### config.mk
export PLATFORM = sky130hd
export DESIGN_NAME = switch_debouncer_flat
export DESIGN_NICKNAME = d
export VERILOG_FILES = /design/src/rtl/switch_debouncer_if.sv /design/src/rtl/switch_debouncer.sv /design/src/flat_wrapper.sv
export SDC_FILE = /design/constraint.sdc
export NUM_CORES = 1
export LEC_CHECK = 0
export BUFFER_PORTS_ARGS = -buffer_cell sky130_fd_sc_hd__buf_2
export CAP_MARGIN = 25
export CORE_MARGIN = 2
export CORE_UTILIZATION = 61
export DETAILED_ROUTE_END_ITERATION = 8
export PLACE_DENSITY_LB_ADDON = 0.1
export SYNTH_ARGS = -nofsm -noshare
export SYNTH_HDL_FRONTEND = slang
export SYNTH_SLANG_ARGS = --single-unit
### constraint.sdc
create_clock -name clock -period 3.7 [get_ports clock]
set_input_delay 0.555 -clock clock [delete_from_list [all_inputs] [get_ports clock]]
set_output_delay 0.555 -clock clock [all_outputs]
set_load 0.02 [all_outputs]
### src/rtl/switch_debouncer_if.sv
// Switch conditioning interface between board-side logic and the debouncer.
// The master drives the raw switch levels and the flag clear; the slave returns the conditioned outputs.
`timescale 1ns/1ps
interface switch_debouncer_if #(
  parameter int WIDTH = 4
);
  logic [WIDTH-1:0] switches_raw;
  logic             flag_clear;
  logic [WIDTH-1:0] switches_out;
  logic [WIDTH-1:0] rise_pulse;
  logic [WIDTH-1:0] fall_pulse;
  logic             change_pulse;
  logic             change_flag;

  modport master (
    output switches_raw, flag_clear,
    input  switches_out, rise_pulse, fall_pulse, change_pulse, change_flag
  );

  modport slave (
    input  switches_raw, flag_clear,
    output switches_out, rise_pulse, fall_pulse, change_pulse, change_flag
  );
endinterface

### src/rtl/switch_debouncer.sv
// Per-bit two-flop synchroniser and stability-counter debouncer for board switches.
// Produces the clean switch value for SCIC, edge pulses, and a sticky change flag.
`timescale 1ns/1ps
module switch_debouncer #(
  parameter int WIDTH         = 4,
  parameter int STABLE_CYCLES = 4,
  parameter int CNT_WIDTH     = 20
) (
  input  logic             clock,
  input  logic             reset,
  switch_debouncer_if.slave sw
);

  localparam logic [CNT_WIDTH-1:0] CNT_LAST = CNT_WIDTH'(STABLE_CYCLES - 1);

  logic [WIDTH-1:0]     sync1;
  logic [WIDTH-1:0]     sync2;
  logic [CNT_WIDTH-1:0] cnt [WIDTH];
  logic [WIDTH-1:0]     out_q;
  logic [WIDTH-1:0]     rise_q;
  logic [WIDTH-1:0]     fall_q;
  logic                 change_q;
  logic                 flag_q;
  logic [WIDTH-1:0]     differs;
  logic [WIDTH-1:0]     accept;

  // A bit is accepted on the edge that completes STABLE_CYCLES consecutive differing samples.
  always_comb begin
    differs = sync2 ^ out_q;
    accept  = '0;
    for (int i = 0; i < WIDTH; i++) begin
      accept[i] = differs[i] && (cnt[i] == CNT_LAST);
    end
  end

  always_ff @(posedge clock or posedge reset) begin
    if (reset) begin
      sync1    <= '0;
      sync2    <= '0;
      out_q    <= '0;
      rise_q   <= '0;
      fall_q   <= '0;
      change_q <= 1'b0;
      flag_q   <= 1'b0;
      // NOTE: the counters are a handful of flops, not a RAM, so they are reset so that a reset discards partial counts.
      for (int i = 0; i < WIDTH; i++) begin
        cnt[i] <= '0;
      end
    end else begin
      // NOTE: non-blocking assignments keep every register reading the pre-edge values of the others.
      sync1    <= sw.switches_raw;
      sync2    <= sync1;
      out_q    <= out_q ^ accept;
      rise_q   <= accept & sync2;
      fall_q   <= accept & ~sync2;
      change_q <= |accept;
      // Setting wins over a simultaneous clear.
      if (change_q) begin
        flag_q <= 1'b1;
      end else if (sw.flag_clear) begin
        flag_q <= 1'b0;
      end
      for (int i = 0; i < WIDTH; i++) begin
        if (!differs[i] || accept[i]) begin
          cnt[i] <= '0;
        end else begin
          cnt[i] <= cnt[i] + CNT_WIDTH'(1);
        end
      end
    end
  end

  assign sw.switches_out = out_q;
  assign sw.rise_pulse   = rise_q;
  assign sw.fall_pulse   = fall_q;
  assign sw.change_pulse = change_q;
  assign sw.change_flag  = flag_q;

endmodule

### src/flat_wrapper.sv
// flat-port wrapper written by rule: the top's interface ports become plain ports
module switch_debouncer_flat 
#(
  parameter int WIDTH         = 4,
  parameter int STABLE_CYCLES = 4,
  parameter int CNT_WIDTH     = 20
)
  (clock, reset, sw_switches_raw, sw_flag_clear, sw_switches_out, sw_rise_pulse, sw_fall_pulse, sw_change_pulse, sw_change_flag);
  switch_debouncer_if #(.WIDTH(WIDTH)) sw_i ();
  input  logic clock;
  input  logic reset;
  input wire logic [$bits(sw_i.switches_raw)-1:0] sw_switches_raw;
  input wire logic [$bits(sw_i.flag_clear)-1:0] sw_flag_clear;
  output wire logic [$bits(sw_i.switches_out)-1:0] sw_switches_out;
  output wire logic [$bits(sw_i.rise_pulse)-1:0] sw_rise_pulse;
  output wire logic [$bits(sw_i.fall_pulse)-1:0] sw_fall_pulse;
  output wire logic [$bits(sw_i.change_pulse)-1:0] sw_change_pulse;
  output wire logic [$bits(sw_i.change_flag)-1:0] sw_change_flag;
  assign sw_i.switches_raw = sw_switches_raw;
  assign sw_i.flag_clear = sw_flag_clear;
  assign sw_switches_out = sw_i.switches_out;
  assign sw_rise_pulse = sw_i.rise_pulse;
  assign sw_fall_pulse = sw_i.fall_pulse;
  assign sw_change_pulse = sw_i.change_pulse;
  assign sw_change_flag = sw_i.change_flag;
  switch_debouncer #(.WIDTH(WIDTH), .STABLE_CYCLES(STABLE_CYCLES), .CNT_WIDTH(CNT_WIDTH)) u_core (.clock(clock), .reset(reset), .sw(sw_i));
endmodule
After elaboration in Yosys (flattened, before gate mapping) --
Index checks and enable logic that the tools add are counted.
Word-level totals: flip-flop bits (word level) 102, output and inout port bits 14, input bits 7
Operators by class: reductions and logical operators 14, equality and inequality tests 4, add/subtract/negate cells 4, bitwise logic cells 5, mux-type cells 6
Operators by type and width (count):
- 20-bit by 1-bit adder with 20-bit output, second input constant | 4
- 20-bit by 2-bit equality test with 1-bit output, second input constant | 4
- 20-bit 2-to-1 mux | 4
- 4-bit bitwise AND | 2
- 4-bit XOR | 2
- 1-bit logical AND | 4
- 1-bit logical NOT | 4
- 1-bit logical OR | 4
- 4-bit inverter | 1
- 4-bit OR reduction | 1
- 1-bit 2-to-1 mux | 2
- 2-bit nonzero test | 1

Depth between registers and ports, before layout --
Gate-level depths: netlist (run 1).
word-level depth 4, depth in mapped cells 6

Least setup slack after synthesis (run 1) --
Ideal clock, no wire load.
path kind reg2reg, from reg u_core.cnt[20] (netlist name), to reg with a tool-made name, stages on the path, launching flop included 6, slack 1859 ps, data arrival time 1716 ps, library setup time 125 ps, path buffers 0, data required time 3575 ps, path through dfrtp_1 > ha_1 > nor4b_1 > nand4_1 > or4_1 > mux2_2
RTL lines:
- start: declaration | line switch_debouncer.sv:18 | logic [CNT_WIDTH-1:0] cnt [WIDTH];
- start signal: indexed assignment | line switch_debouncer.sv:67 | cnt[i] <= cnt[i] + CNT_WIDTH'(1);

Worst setup path after layout (run 1) --
from reg u_core.cnt[20] (netlist name), to reg u_core.cnt[35] (netlist name)
On the way: word-level cells in the longest chain between the ends 4, elaborated cells between the ends (all ways) 5, those cells by class 1 x add/sub; 1 x eq/ne; 1 x mux; 2 x reduce/logical
RTL lines:
- branches (longest 3 deep; another with 20-bit by 1-bit adder with 20-bit output)
- 20-bit 2-to-1 mux (*) | line switch_debouncer.sv:64 | if (!differs[i] || accept[i]) begin
Mark *: on every way between the ends. A chain may end at the register's enable or synchronous reset.

==> flow_metrics.tcl, run 1 <==
set metrics [dict create \
    worstPathRequired_ps 3910 \
    reg2reg_depth 5 \
    stdcell_count 596 \
    max_freq_ghz 0.4675 \
    startpoint_type "flop" \
    vias 3514 \
    place_inst 581 \
    synth.distinct_cells 44 \
    vias_per_cell 5.896 \
    antenna_cells 0 \
    cp.arrival_ps 2350 \
    syn_inst 465 \
    synth_edf_count 0 \
    antenna_found_initial 0 \
    syn_nets 476 \
    seq_power_share_pct 52.5 \
    synth_seq_cells 102 \
    setup_tns_ps 0 \
    io_pins 21 \
    ys_warn_count 0 \
    skew_ps 6.679 \
    final_nets 501 \
    area_delta_synth_final_pct 8.427 \
    initial_utilization_pct 62.39 \
    grt_pass1_vias 3310 \
    cp-end-kind "flop" \
    clk_pin_slew_ps 90 \
    clockBufferDepth 2 \
    p_sw_share_pct 31.84 \
    max_cap_viol_count 0 \
    drive_above_1_share_pct 12.15 \
    setup_violations 0 \
    p_comb_share_pct 20.2 \
    min_path_type "primary input to async pin" \
    drt_iter0_drc 89 \
    fin_crit_ps 2139 \
    cts_buffers 9 \
    dieHeight_um 92.67 \
    drtAntennaViolNets 0 \
    cts_tree "yes" \
    p_sw_mw 0.7872 \
    grt_pass1_wl_um 15370 \
    wl_per_cell_um 14.74 \
    fin_crit_sh_pct 57.81 \
    yosysTopAreaCell "dfrtp_1" \
    slew_headroom_pct 37.87 \
    synth_top_cells_by_count "dfrtp_1 (102), nor2_1 (65), xnor2_1 (37)" \
    drt_pass1_iterations 4 \
    synthTopCellsByArea "dfrtp_1 (53%), xnor2_1 (6.8%), nor2_1 (5.1%)" \
    avgSynthCellArea_um2 10.31 \
    status "complete, no violations" \
    synth_flop_cell "dfrtp_1" \
    hpwl_um 6003 \
    slew_violations 0 \
    clk_latency_ps 360 \
    reg2reg_from "u_core.cnt[20]$_DFF_PP0_" \
    row_count 32 \
    die-area_um2 8588 \
    crit_type "flop to flop" \
    cts.htree.levels 3 \
    ys_seq_area_share_pct 53.22 \
    core_um2 7687 \
    p_leak_nw 2.155 \
    rsz0062_at_grt "no" \
    drc 0 \
    clock_power_share_pct 27.3 \
    postCtsSetupBuffers 0 \
    power_density_nw_per_um2 475.5 \
    yosysMostFrequentCell "dfrtp_1" \
    p_int_mw 1.685 \
    cts.sinks 102 \
    path_max_fanout 19 \
    grt_usage_pct 22.51 \
    ctsHoldBuffers 0 \
    wl_um 8783 \
    irDropWorstVdd_mv 0.4040 \
    crit_path_start "u_core.cnt[20]$_DFF_PP0_" \
    hold_viol 0 \
    root_buffer "clkbuf_8" \
    gp_congestion 0.8711 \
    grt_max_degree 54 \
    die_x_um 92.67 \
    asyncSetResetFlopFracSynth_pct 100.0 \
    globalRoute.totalOverflow 0 \
    io_buffers 20 \
    syn_area_um2 4796 \
    synth_top_cell_area_share_pct 53.22 \
    cts_resized 0 \
    max_slew.worst_pin.slew_ps 928.8 \
    fill_cells 617 \
]
-- path summary, 6_finish.rpt --
kind / end / slack, ps
worst min-delay path: u_core.sw.fall_pulse[1]$_DFF_PP0_ / 270
min in group clock: u_core.sync1[2]$_DFF_PP0_ / 290
worst min register to register: u_core.sync2[3]$_DFF_PP0_ / 360
worst max-delay path: u_core.cnt[35]$_DFF_PP0_ / 1560
worst max register to register: u_core.cnt[35]$_DFF_PP0_ / 1560
max in group asynchronous: u_core.cnt[78]$_DFF_PP0_ / 2630
-- logic make-up after synthesis --
logic type      after synthesis  share of synthesized area, %
simple gates                234                         26.66
buf+inv                      17                         1.461
compound gates               47                         6.262
flops                       102                         53.22
xor+xnor                     57                         10.41
fa+ha+maj                     4                         1.044
mux                           4                        0.9391
-- critical path, cell delays in order (launching register included) --
cell	delay, ps
dfrtp_1	380
ha_1	220
nor4b_1	240
nand4_1	230
o41ai_4	800
nor2_1	120
-- layer usage --
layer  wire, um  part of all wire [%]  global-route usage (%)
met1       4200                    48                   31.60
met5          0                     0                       0
met4        114                   1.3                   6.863
met2       4088                    47                   35.34
met3        379                   4.3                   5.207
-- registers in the layout, indices dropped and copies added, names as in the netlist, named ones only --
register and cells:
u_core.sw.fall_pulse 4, u_core.sw.change_flag 1, u_core.sync1 4, u_core.cnt 80, u_core.sw.rise_pulse 4, u_core.sync2 4
u_core.sw.change_pulse 1
-- metrics by stage --
step | instance area [um^2] | setup WS (ps) | hold WS (ps) | total power [mW] | util (%)
floorplan | 4796 | 469.5 | 331.2 | 1.682 | -
global placement | 5001 | 1511 | 334.4 | 1.801 | 65.06
detailed placement | 5012 | 1546 | 348.4 | 1.831 | 65.20
CTS | 5200 | 1526 | 278.3 | 2.510 | 67.64
global route | 5200 | 1236 | 272.2 | 2.622 | 67.64
finish | 5200 | 1561 | 269.9 | 2.473 | 67.64
-- layout make-up --
| class | instances | area (um^2) | area share, % |
|---|---|---|---|
| Sequential cell | 102 | 2552 | 49.09 |
| Multi-Input combinational cell | 346 | 2173 | 41.79 |
| Tap cell | 102 | 127.6 | 2.454 |
| Timing Repair Buffer | 23 | 126.4 | 2.430 |
| Clock buffer | 9 | 123.9 | 2.382 |
| Clock inverter | 6 | 63.81 | 1.227 |
| Inverter | 8 | 32.53 | 0.6256 |
-- power by group through the flow --
stage | combinational, mW | sequential, mW | clock (mW)
floorplan | 0.349 | 1.33 | 0
global placement | 0.487 | 1.31 | 0
detailed placement | 0.512 | 1.32 | 0
CTS | 0.514 | 1.30 | 0.698
global route | 0.568 | 1.31 | 0.741
finish | 0.500 | 1.30 | 0.676
-- layout by cell type, fill, tap and decap left out, drive strengths merged, types with 7 or more instances in the layout --
cell	count
dfrtp	102
nor2	65
xnor2	37
nand3	27
nand4	24
buf	23
nor4	21
nand2	21
xor2	20
a21oi	19
o21ai	17
or3	16
nor3	15
clkbuf	9
and3	9
nor3b	8
inv	8
and4	7
Power figures use the tool's default switching activity.
==> inputs of run 2 (changes only) <==
--- a/config.mk
+++ b/config.mk
@@ -5,10 +5,11 @@
 export SDC_FILE = /design/constraint.sdc
 export NUM_CORES = 1
 export LEC_CHECK = 0
+export ABC_AREA = 1
 export BUFFER_PORTS_ARGS = -buffer_cell sky130_fd_sc_hd__buf_2
 export CAP_MARGIN = 25
 export CORE_MARGIN = 2
-export CORE_UTILIZATION = 61
+export CORE_UTILIZATION = 56
 export DETAILED_ROUTE_END_ITERATION = 8
 export PLACE_DENSITY_LB_ADDON = 0.1
 export SYNTH_ARGS = -nofsm -noshare
==> constraint.sdc (replaced) <==
create_clock -name clock -period 1.8 [get_ports clock]
set_input_delay 0.27 -clock clock [delete_from_list [all_inputs] [get_ports clock]]
set_output_delay 0.27 -clock clock [all_outputs]
set_load 0.02 [all_outputs]
==> flow_metrics.tcl, run 2 <==
set metrics [dict create \
    reg2reg_slack_ps 280 \
    drt_pass1_iterations 4 \
    avgSynthCellArea_um2 7.687 \
    cts_tree "yes" \
    worstPathRequired_ps 2070 \
    timing.rr.end "u_core.cnt[18]$_DFF_PP0_" \
    largest_register_ffs 80 \
    hold-worst-slack_ps 41.88 \
    highest_layer "met4" \
    final_nets 738 \
    stdcell_count 858 \
    antenna_found_initial 0 \
    ys_warn_count 0 \
    final_common_cell "nor2_1" \
    synth_mux_area_share_pct 0 \
    crit_path_start "u_core.cnt[0]$_DFF_PP0_" \
    clk_latency_ps 370 \
    syn_inst 695 \
    yosysMostFrequentCell "nor2_1" \
    regMostFlops "u_core.cnt" \
    grt_pass1_vias 4021 \
    synth_edf_count 0 \
    cp-end-kind "flop" \
    hpwl_um 7175 \
    io_pins 21 \
    preCtsSetupSlack_ps 291.2 \
    cts.htree.levels 3 \
    yosysTopAreaCell "dfrtp_1" \
    drtAntennaViolNets 0 \
    syn_nets 706 \
    crit_type "flop to flop" \
    initial_utilization_pct 57.82 \
    max_slew.worst_pin.slew_ps 511.3 \
    vias 4283 \
    fin_crit_sh_pct 84.58 \
    power_density_nw_per_um2 847.1 \
    synthTopCellsByArea "dfrtp_1 (48%), nor2_1 (13%), nand2_1 (11%)" \
    cts.sinks 102 \
    crit_end "u_core.cnt[18]$_DFF_PP0_" \
    row_count 35 \
    setup_violations 0 \
    min_path_type "primary input to async pin" \
    skew_ps 12.26 \
    globalRoute.totalOverflow 0 \
    die-area_um2 10340 \
    max_freq_ghz 0.6569 \
    synth-simple-area-share_pct 36.65 \
    die_x_um 101.7 \
    wl_met2_um 4672 \
    grt_max_degree 103 \
    wl_per_cell_um 11.69 \
    drt_iter0_drc 170 \
    gp_congestion 0.8565 \
    vias_per_cell 4.992 \
    wl_met3_um 355 \
    synth_top_family_by_area "simple AND/OR/NAND/NOR gates" \
    wl_um 10030 \
    drc 0 \
    asyncSetResetFlopFracSynth_pct 100.0 \
    grt_usage_pct 21.36 \
    synth_flop_cell "dfrtp_1" \
    place_inst 841 \
    fin_area_um2 5799 \
    status "complete, no violations" \
    clk_pin_slew_ps 90 \
    antenna_cells 0 \
    fin_crit_ps 1522 \
    path_max_fanout 5 \
    fill_cells 835 \
    syn_area_um2 5343 \
    synth_compound_area_share_pct 1.780 \
    drive_above_1_share_pct 8.916 \
    root_buffer "clkbuf_8" \
    synth_top_cells_by_count "nor2_1 (182), nand2_1 (150), dfrtp_1 (102)" \
    grt_pass1_wl_um 17580 \
    max_cap_viol_count 0 \
    cts_buffers 9 \
    synth_seq_cells 102 \
    irDropWorstVdd_mv 0.6595 \
    synthAdderAreaFrac_pct 0.9368 \
    startpoint_type "flop" \
    area_delta_synth_final_pct 8.548 \
    io_buffers 20 \
    setup_tns_ps 0 \
    drt-met1-wl_um 4867 \
    placed_area_um2 5583 \
    synth.distinct_cells 26 \
    ys_seq_area_share_pct 47.78 \
    clockBufferDepth 2 \
    synth_top_cell_area_share_pct 47.78 \
    worst_slack_ps 277.6 \
    p_leak_nw 2.643 \
    cp.arrival_ps 1790 \
    slew_violations 0 \
    reg2reg_depth 8 \
    rsz0062_at_grt "no" \
    dieHeight_um 101.7 \
    core_um2 9240 \
    layout_common_cells "nor2_1 (182), nand2_1 (150), dfrtp_1 (102), inv_1 (79), nand3_1 (52)" \
    hold_viol 0 \
    reg2reg_from "u_core.cnt[0]$_DFF_PP0_" \
    synth_xor_area_share_pct 6.393 \
    slew_headroom_pct 65.92 \
]
## run 2: cell count changes in the layout (fill, tap and decap cells not counted), moves of 9 or more
cell	delta
a21oi_1	-14
inv_1	+72
nand2_1	+129
nand3_1	+25
nand4_1	-11
nor2_1	+117
nor2_2	+9
nor4_1	-20
or3_1	-15
xnor2_1	-26
## run 2: worst max-delay path: stages (launching register included)
cell and delay [ps]:
dfrtp_1 420, ha_1 220, nand2_1 90, nor2_2 140, nand2_1 140, nor2_1 180, nand3_1 120, nand3_1 80
nor2_1 40
## run 2: worst min path at each step
stage                              start                                end  depth (start not counted)
6_report                           reset           u_core.cnt[68]$_DFF_PP0_                          3
5_1_grt                    sw_flag_clear  u_core.sw.change_flag$_DFFE_PP0P_                          2
4_1_cts                            reset                          async pin                          3
3_5_place_dp   u_core.sync1[1]$_DFF_PP0_          u_core.sync2[1]$_DFF_PP0_                          0
3_3_place_gp   u_core.sync1[2]$_DFF_PP0_          u_core.sync2[2]$_DFF_PP0_                          0
2_1_floorplan         sw_switches_raw[0]          u_core.sync1[0]$_DFF_PP0_                          0
## run 2: report_power, final
part / switching, mW / internal, mW / total, mW
clock: 0.733 / 0.657 / 1.39
combinational: 0.649 / 0.271 / 0.920
sequential: 0.147 / 2.45 / 2.60
total: 1.53 / 3.38 / 4.91
## run 2: layer usage
metal  up-vias  track usage, %
met5         -               0
met4         0           6.757
met3        11           4.693
met2        60           35.22
met1      2000           28.21
li1       2212               -
## run 2: cells by family (layout without fill, tap and decap cells)
group | Yosys count | in the layout
AO/OA/AOI/OAI | 17 | 17
XOR/XNOR | 39 | 39
adder cells (fa/ha/maj) | 4 | 4
buffers and inverters | 84 | 118
flip-flops | 102 | 102
AND/OR/NAND/NOR | 449 | 449
## run 2: final cells by class
type / count / area (um^2) / area share (%)
tap: 129 / 161.4 / 2.783
inverter: 80 / 304.0 / 5.243
sequential: 102 / 2552 / 44.01
clock inverter: 2 / 35.03 / 0.6041
clock buffer: 11 / 141.4 / 2.438
multi-input combinational: 509 / 2445 / 42.16
timing repair buffer: 25 / 160.2 / 2.762
## run 2: through the flow
| stage | power, mW | utilization, % |
|---|---|---|
| 3_3_place_gp | 3.566 | 60.42 |
| 3_5_place_dp | 3.584 | 60.42 |
| 5_1_grt | 5.199 | 62.76 |
| 4_1_cts | 4.988 | 62.76 |
| 2_1_floorplan | 3.393 | - |
| 6_report | 4.913 | 62.76 |
## run 2: repair_timing
item                                   in CTS  in global routing
setup buffers                               0                  0
endpoints found under the hold margin       4                  0
gates resized for setup                     0                  0
hold buffers                                4                  0
